[config.mk]
export PLATFORM = sky130hd
export DESIGN_NAME = fractal_sync_1d_req_queue
export DESIGN_NICKNAME = d
export VERILOG_FILES = /design/src/rtl/fractal_sync_pkg.sv /design/src/rtl/fractal_sync_req_ring.sv /design/src/rtl/fractal_sync_1d_req_queue.sv
export SDC_FILE = /design/constraint.sdc
export NUM_CORES = 1
export LEC_CHECK = 0
export BUFFER_PORTS_ARGS = -buffer_cell sky130_fd_sc_hd__buf_2
export CAP_MARGIN = 40
export CORE_ASPECT_RATIO = 0.9
export CORE_MARGIN = 2
export CORE_UTILIZATION = 39
export CTS_BUF_LIST = sky130_fd_sc_hd__clkbuf_8
export CTS_CLUSTER_SIZE = 20
export DETAILED_ROUTE_END_ITERATION = 10
export PLACE_DENSITY = 0.63
export REMOVE_ABC_BUFFERS = 1
export SETUP_SLACK_MARGIN = 0.1
export SYNTH_ARGS = -nofsm -noshare
export SYNTH_HDL_FRONTEND = slang
export SYNTH_SLANG_ARGS = --single-unit
[constraint.sdc]
create_clock -name clk_i -period 3 [get_ports clk_i]
set_input_delay 0.3 -clock clk_i [delete_from_list [all_inputs] [get_ports clk_i]]
set_output_delay 0.3 -clock clk_i [all_outputs]
set_load 0.03 [all_outputs]
[src/rtl/fractal_sync_pkg.sv]
// Shared types for the fractal_sync request path: RF verdict encoding and the
// request record carried between the network, the per-port queue and the RF.
package fractal_sync_pkg;

   localparam int unsigned SYNC_LEVEL_WIDTH = 1;
   localparam int unsigned SYNC_ID_WIDTH    = 1;

   typedef enum logic [2:0] {
      VERD_ERR,
      VERD_IGNORE,
      VERD_BYPASS,
      VERD_PRESENT,
      VERD_RECORD
   } rf_verdict_e;

   typedef struct packed {
      logic [SYNC_LEVEL_WIDTH-1:0] level;
      logic [SYNC_ID_WIDTH-1:0]    id;
   } sync_req_t;

   // Fixed priority: an error always wins, then drop, then recirculate, then completion.
   function automatic rf_verdict_e rf_verdict_decode(input logic err,
                                                     input logic ignore,
                                                     input logic bypass,
                                                     input logic present);
      if (err)          return VERD_ERR;
      else if (ignore)  return VERD_IGNORE;
      else if (bypass)  return VERD_BYPASS;
      else if (present) return VERD_PRESENT;
      else              return VERD_RECORD;
   endfunction

endpackage

[src/rtl/fractal_sync_req_ring.sv]
// DEPTH-entry circular buffer with one write and one read port; occupancy is
// tracked by count so full and empty stay distinct when the pointers coincide.
module fractal_sync_req_ring import fractal_sync_pkg::*; #(
   parameter int unsigned DEPTH   = 4,
   parameter type         entry_t = sync_req_t
) (
   input  logic                         clk,
   input  logic                         rst,
   input  logic                         push,
   input  entry_t                       push_data,
   input  logic                         pop,
   output entry_t                       head,
   output logic [$clog2(DEPTH+1)-1:0]   count,
   output logic                         full,
   output logic                         empty
);

   localparam int unsigned CW = $clog2(DEPTH+1);
   localparam int unsigned PW = (DEPTH > 1) ? $clog2(DEPTH) : 1;

   entry_t        mem [DEPTH];
   logic [PW-1:0] rd_ptr;
   logic [PW-1:0] wr_ptr;

   // Pointers wrap explicitly so non-power-of-two depths work.
   function automatic logic [PW-1:0] ptr_inc(input logic [PW-1:0] p);
      return (p == PW'(DEPTH-1)) ? '0 : p + 1'b1;
   endfunction

   always_ff @(posedge clk or posedge rst) begin
      if (rst) begin
         rd_ptr <= '0;
         wr_ptr <= '0;
         count  <= '0;
      end else begin
         if (push) wr_ptr <= ptr_inc(wr_ptr);
         if (pop)  rd_ptr <= ptr_inc(rd_ptr);
         count <= count + CW'(push) - CW'(pop);
      end
   end

   always_ff @(posedge clk) begin
      if (push) mem[wr_ptr] <= push_data;
   end

   assign head  = mem[rd_ptr];
   assign full  = (count == CW'(DEPTH));
   assign empty = (count == '0);

endmodule

[src/rtl/fractal_sync_1d_req_queue.sv]
// Per-port request queue in front of fractal_sync_1d_rf: presents the head as a
// local or remote check and applies the RF verdict on the following edge.
module fractal_sync_1d_req_queue import fractal_sync_pkg::*; #(
   parameter int unsigned DEPTH       = 4,
   parameter int unsigned LEVEL_WIDTH = SYNC_LEVEL_WIDTH,
   parameter int unsigned ID_WIDTH    = SYNC_ID_WIDTH
) (
   input  logic                         clk_i,
   input  logic                         rst_i,
   input  logic                         req_valid_i,
   output logic                         req_ready_o,
   input  logic [LEVEL_WIDTH-1:0]       req_level_i,
   input  logic [ID_WIDTH-1:0]          req_id_i,
   output logic [LEVEL_WIDTH-1:0]       level_o,
   output logic [ID_WIDTH-1:0]          id_o,
   output logic                         check_local_o,
   output logic                         check_remote_o,
   input  logic                         present_local_i,
   input  logic                         present_remote_i,
   input  logic                         id_err_i,
   input  logic                         sig_err_i,
   input  logic                         bypass_local_i,
   input  logic                         bypass_remote_i,
   input  logic                         ignore_local_i,
   input  logic                         ignore_remote_i,
   output logic                         done_valid_o,
   input  logic                         done_ready_i,
   output logic [LEVEL_WIDTH-1:0]       done_level_o,
   output logic [ID_WIDTH-1:0]          done_id_o,
   output logic                         err_o,
   output logic [$clog2(DEPTH+1)-1:0]   count_o
);

   typedef struct packed {
      logic [LEVEL_WIDTH-1:0] level;
      logic [ID_WIDTH-1:0]    id;
   } req_t;

   req_t        head;
   req_t        push_data;
   logic        full;
   logic        empty;
   logic        check;
   logic        head_local;
   logic        bypass;
   logic        push;
   logic        pop;
   rf_verdict_e verdict;

   // Checks are only issued while done_ready_i is high, so a present verdict can
   // always be delivered in the same cycle and every checked head pops.
   assign head_local = (head.level == '0);
   assign check      = !empty && done_ready_i;

   always_comb begin
      verdict = VERD_RECORD;
      if (head_local)
         verdict = rf_verdict_decode(id_err_i, ignore_local_i, bypass_local_i, present_local_i);
      else
         verdict = rf_verdict_decode(sig_err_i, ignore_remote_i, bypass_remote_i, present_remote_i);
   end

   assign pop    = check;
   assign bypass = check && (verdict == VERD_BYPASS);

   // Handshake: a request transfers on any posedge where req_valid_i && req_ready_o.
   // A bypass re-push owns the write port, so requests are refused in that cycle.
   assign req_ready_o = (!full || pop) && !bypass;
   assign push        = bypass || (req_valid_i && req_ready_o);
   assign push_data   = bypass ? head : req_t'{level: req_level_i, id: req_id_i};

   fractal_sync_req_ring #(
      .DEPTH   (DEPTH),
      .entry_t (req_t)
   ) u_ring (
      .clk       (clk_i),
      .rst       (rst_i),
      .push      (push),
      .push_data (push_data),
      .pop       (pop),
      .head      (head),
      .count     (count_o),
      .full      (full),
      .empty     (empty)
   );

   assign check_local_o  = check && head_local;
   assign check_remote_o = check && !head_local;
   assign level_o        = check ? head.level : '0;
   assign id_o           = check ? head.id    : '0;
   assign done_valid_o   = check && (verdict == VERD_PRESENT);
   assign done_level_o   = done_valid_o ? head.level : '0;
   assign done_id_o      = done_valid_o ? head.id    : '0;
   assign err_o          = check && (verdict == VERD_ERR);

endmodule

==> impl_results.md <==
* # placed instances at 125
* Routed vias at between 600 and 700
* Power density over the cells at 937 mW/mm^2
* RePlAce Congestion at 0.712
* # Post-CTS Setup Buffers at 0
* I/O pins at 26
* Measured slew at the worst slew-check pin at between 300 and 400 ps
* Worst endpoint data arrival time at 2690 ps
* Root buf cell: clkbuf_8
* CP required at 3170 ps
* Core outline area at 0.00216 mm^2
* Layout cells sized above 1 at 40.8%
* Clk slew on worst S/H paths at 60 ps
* Total negative setup slack at 0 ps
* Synth top area share at approximately 27%
* Ys async rst share at approximately 47%
* Non-Filler Instances at 130
* Register bit total from synthesis at 15
* Yosys cell types at 27
* Number of gates resized after cts at 0
* CTS Buf Count at 3
* TritonCTS clock tree: yes
* Die W at 54.2 um
* GR peak layer: met2
* Post-route minimum period at 2510 ps
* Sequential-to-total area share from yosys stat at about 47%
* Total gr overflow at 0
* Hold slack final at 422 ps
* Max Cap Viol at 0
* Vias in the first global route at 582
* Post-Syn Area at slightly below 900 um^2
* P&R area growth vs syn at 24.3%
* Final setup fails at 0
* Post-DRT Antenna Nets at 0
* Min-delay src: req_id_i
* Status: finished clean
* Crit end category: flop
* Crit-path max FO at 7
* Synth top area cells: edfxtp_1 (27%), dfrtp_1 (20%), ha_1 (9.9%)
* Clock sink count at 15
* Drt first pass iters at 2
* RSZ-0062 raised after global routing: false
* Worst hold path type: in2reg
* DP Wirelength at 1250 um
* H-tree depth at 1
* DRC at 0
* First-pass GRT wire length at 2550 um
* Clock Latency Late Sink at 240 ps
* Util after Layout at 50.9%
* M1 GR Usage at between 10% and 20%
* DR vias/cell at 4.89
* Most numerous cell in the Yosys netlist: inv_1
* Final nets at 126
* Period utilisation layout at between 80% and 90%
* Max Buffers Root-to-Sink at 2
* Peak supply drop at ~0.00058 V
* Die ar. at between 0.002 and 0.003 mm^2
* Critical Path Source Type: flop
* Row count at 16
* Initial DRC Count at 11
* Biggest area consumer among synthesized cells: edfxtp_1
* Synth Instances at 73
* Met3 track demand over resource at 3.68%
* Pin count of the biggest net entering global routing at 10
* Yosys Warn Count at 0
* Grt met2 use at 20.7%
* Storage cell area at 415 um^2
* DR WL/cell at 11.9 um
* Worst slew margin at 73.8%
* Filler cell count at around 200
* ANT cells at 0
* Final Slew Violations at 0
* Synth top cells by count: inv_1 (9), edfxtp_1 (8), dfrtp_1 (7), ha_1 (7), nor2_1 (6)
* Leak pwr at 0.534 nW
* GRT Total Usage at 13.6%
* Number of synthesized flops with an enable pin at 8
* Achievable Freq at between 0.3 and 0.4 GHz
* Initial core utilization at 41.0%
* Post-Route WL at about 1500 um
* Critical path class: reg2reg
* Setup Skew at 0.710 ps
* Top FF cell, synth: edfxtp_1
* Synth Area per Inst at 12.1 um^2
* Worst r2r src: u_ring.rd_ptr[0]
* Fin. Hold Viols at 0
* Multi-input logic area at 429 um^2
* Antenna violations before repair at 0
* Critical path origin: u_ring.rd_ptr[0]
* Total power at 1.03 mW
* Die height at 49.2 um
* Port bufs at 25
metal layers:
layer | part of all wire, % | routed length, um | up-vias
met1 | 47 | 732 | 293
li1 | - | - | 316
met3 | 7.5 | 115 | 4
met5 | 0 | 0 | -
met2 | 42 | 651 | 23
met4 | 2.8 | 43 | 0
worst max-delay path, stage by stage, from the launching register on:
cell,delay (ps)
dfrtp_1,440
mux4_2,630
mux2i_2,290
o21ai_2,150
ha_1,250
fa_1,380
xnor2_1,180
xnor2_1,130
logic make-up after synthesis:
logic type,synth area share (%)
AOI/OAI and AO/OA,3.81
xor gates and xnor gates,1.98
adders and majority gates,12.1
buffers and inverters,4.66
DFF,46.9
muxes,14.4
and+or+nand+nor,16.1
sequential cells by signal, summed over array words and instances, names as in the netlist:
signal / cells
u_ring.mem: 8
u_ring.count: 3
u_ring.rd_ptr: 2
u_ring.wr_ptr: 2
what timing repair did:
item / 4_1_cts / 5_1_grt
hold buffers: 1 / 0
endpoints found under the hold margin: 7 / 0
endpoints found under the setup margin: 0 / 0
path summary, 6_finish.rpt:
check / endpoint / slack, ps / cells after the start
worst max-delay path: u_ring.count[2] / 490 / 7
worst min-delay path: u_ring.mem[2][0] / 420 / 2
worst max register to register: u_ring.count[2] / 490 / 7
worst min register to register: u_ring.rd_ptr[1] / 550 / 2
max in group asynchronous: u_ring.rd_ptr[1] / 2250 / 3
min in group asynchronous: u_ring.wr_ptr[0] / 530 / 3
cells in the final DEF, fill, tap and decap left out, drive strengths merged:
master and instances:
ha 7, xnor2 2, nor3 1, clkinv 1, dlygate4sd3 1, clkbuf 3
mux2i 3, mux4 2, nor2 6, nor4b 2, buf 26, nand2 5
nor3b 2, a21o 1, dfrtp 7, fa 1, or3 1, o21ai 1
o41ai 1, o211ai 1, mux2 4, and2 5, inv 9, and3 3
edfxtp 8
per-stage QoR:
stage          instance area [um^2]  setup WS, ps
6_report                       1100           485
5_1_grt                        1100           317
4_1_cts                        1100           462
3_5_place_dp                   1040           479
3_3_place_gp                   1040           552
2_1_floorplan                   878           515
power by group:
group,switching [mW],internal (mW),total (mW)
Sequential,0.0626,0.300,0.363
Combinational,0.295,0.213,0.508
Clock,0.0681,0.0918,0.160
Total,0.426,0.606,1.03
layout make-up:
type                            count  area share, %
Clock buffer                        3           3.75
Inverter                            9           3.07
Timing Repair Buffer               27           13.0
Sequential cell                    15           37.7
Tap cell                           27           3.07
Clock inverter                      1          0.455
Multi-Input combinational cell     48           39.0
Power figures use the tool's default switching activity.
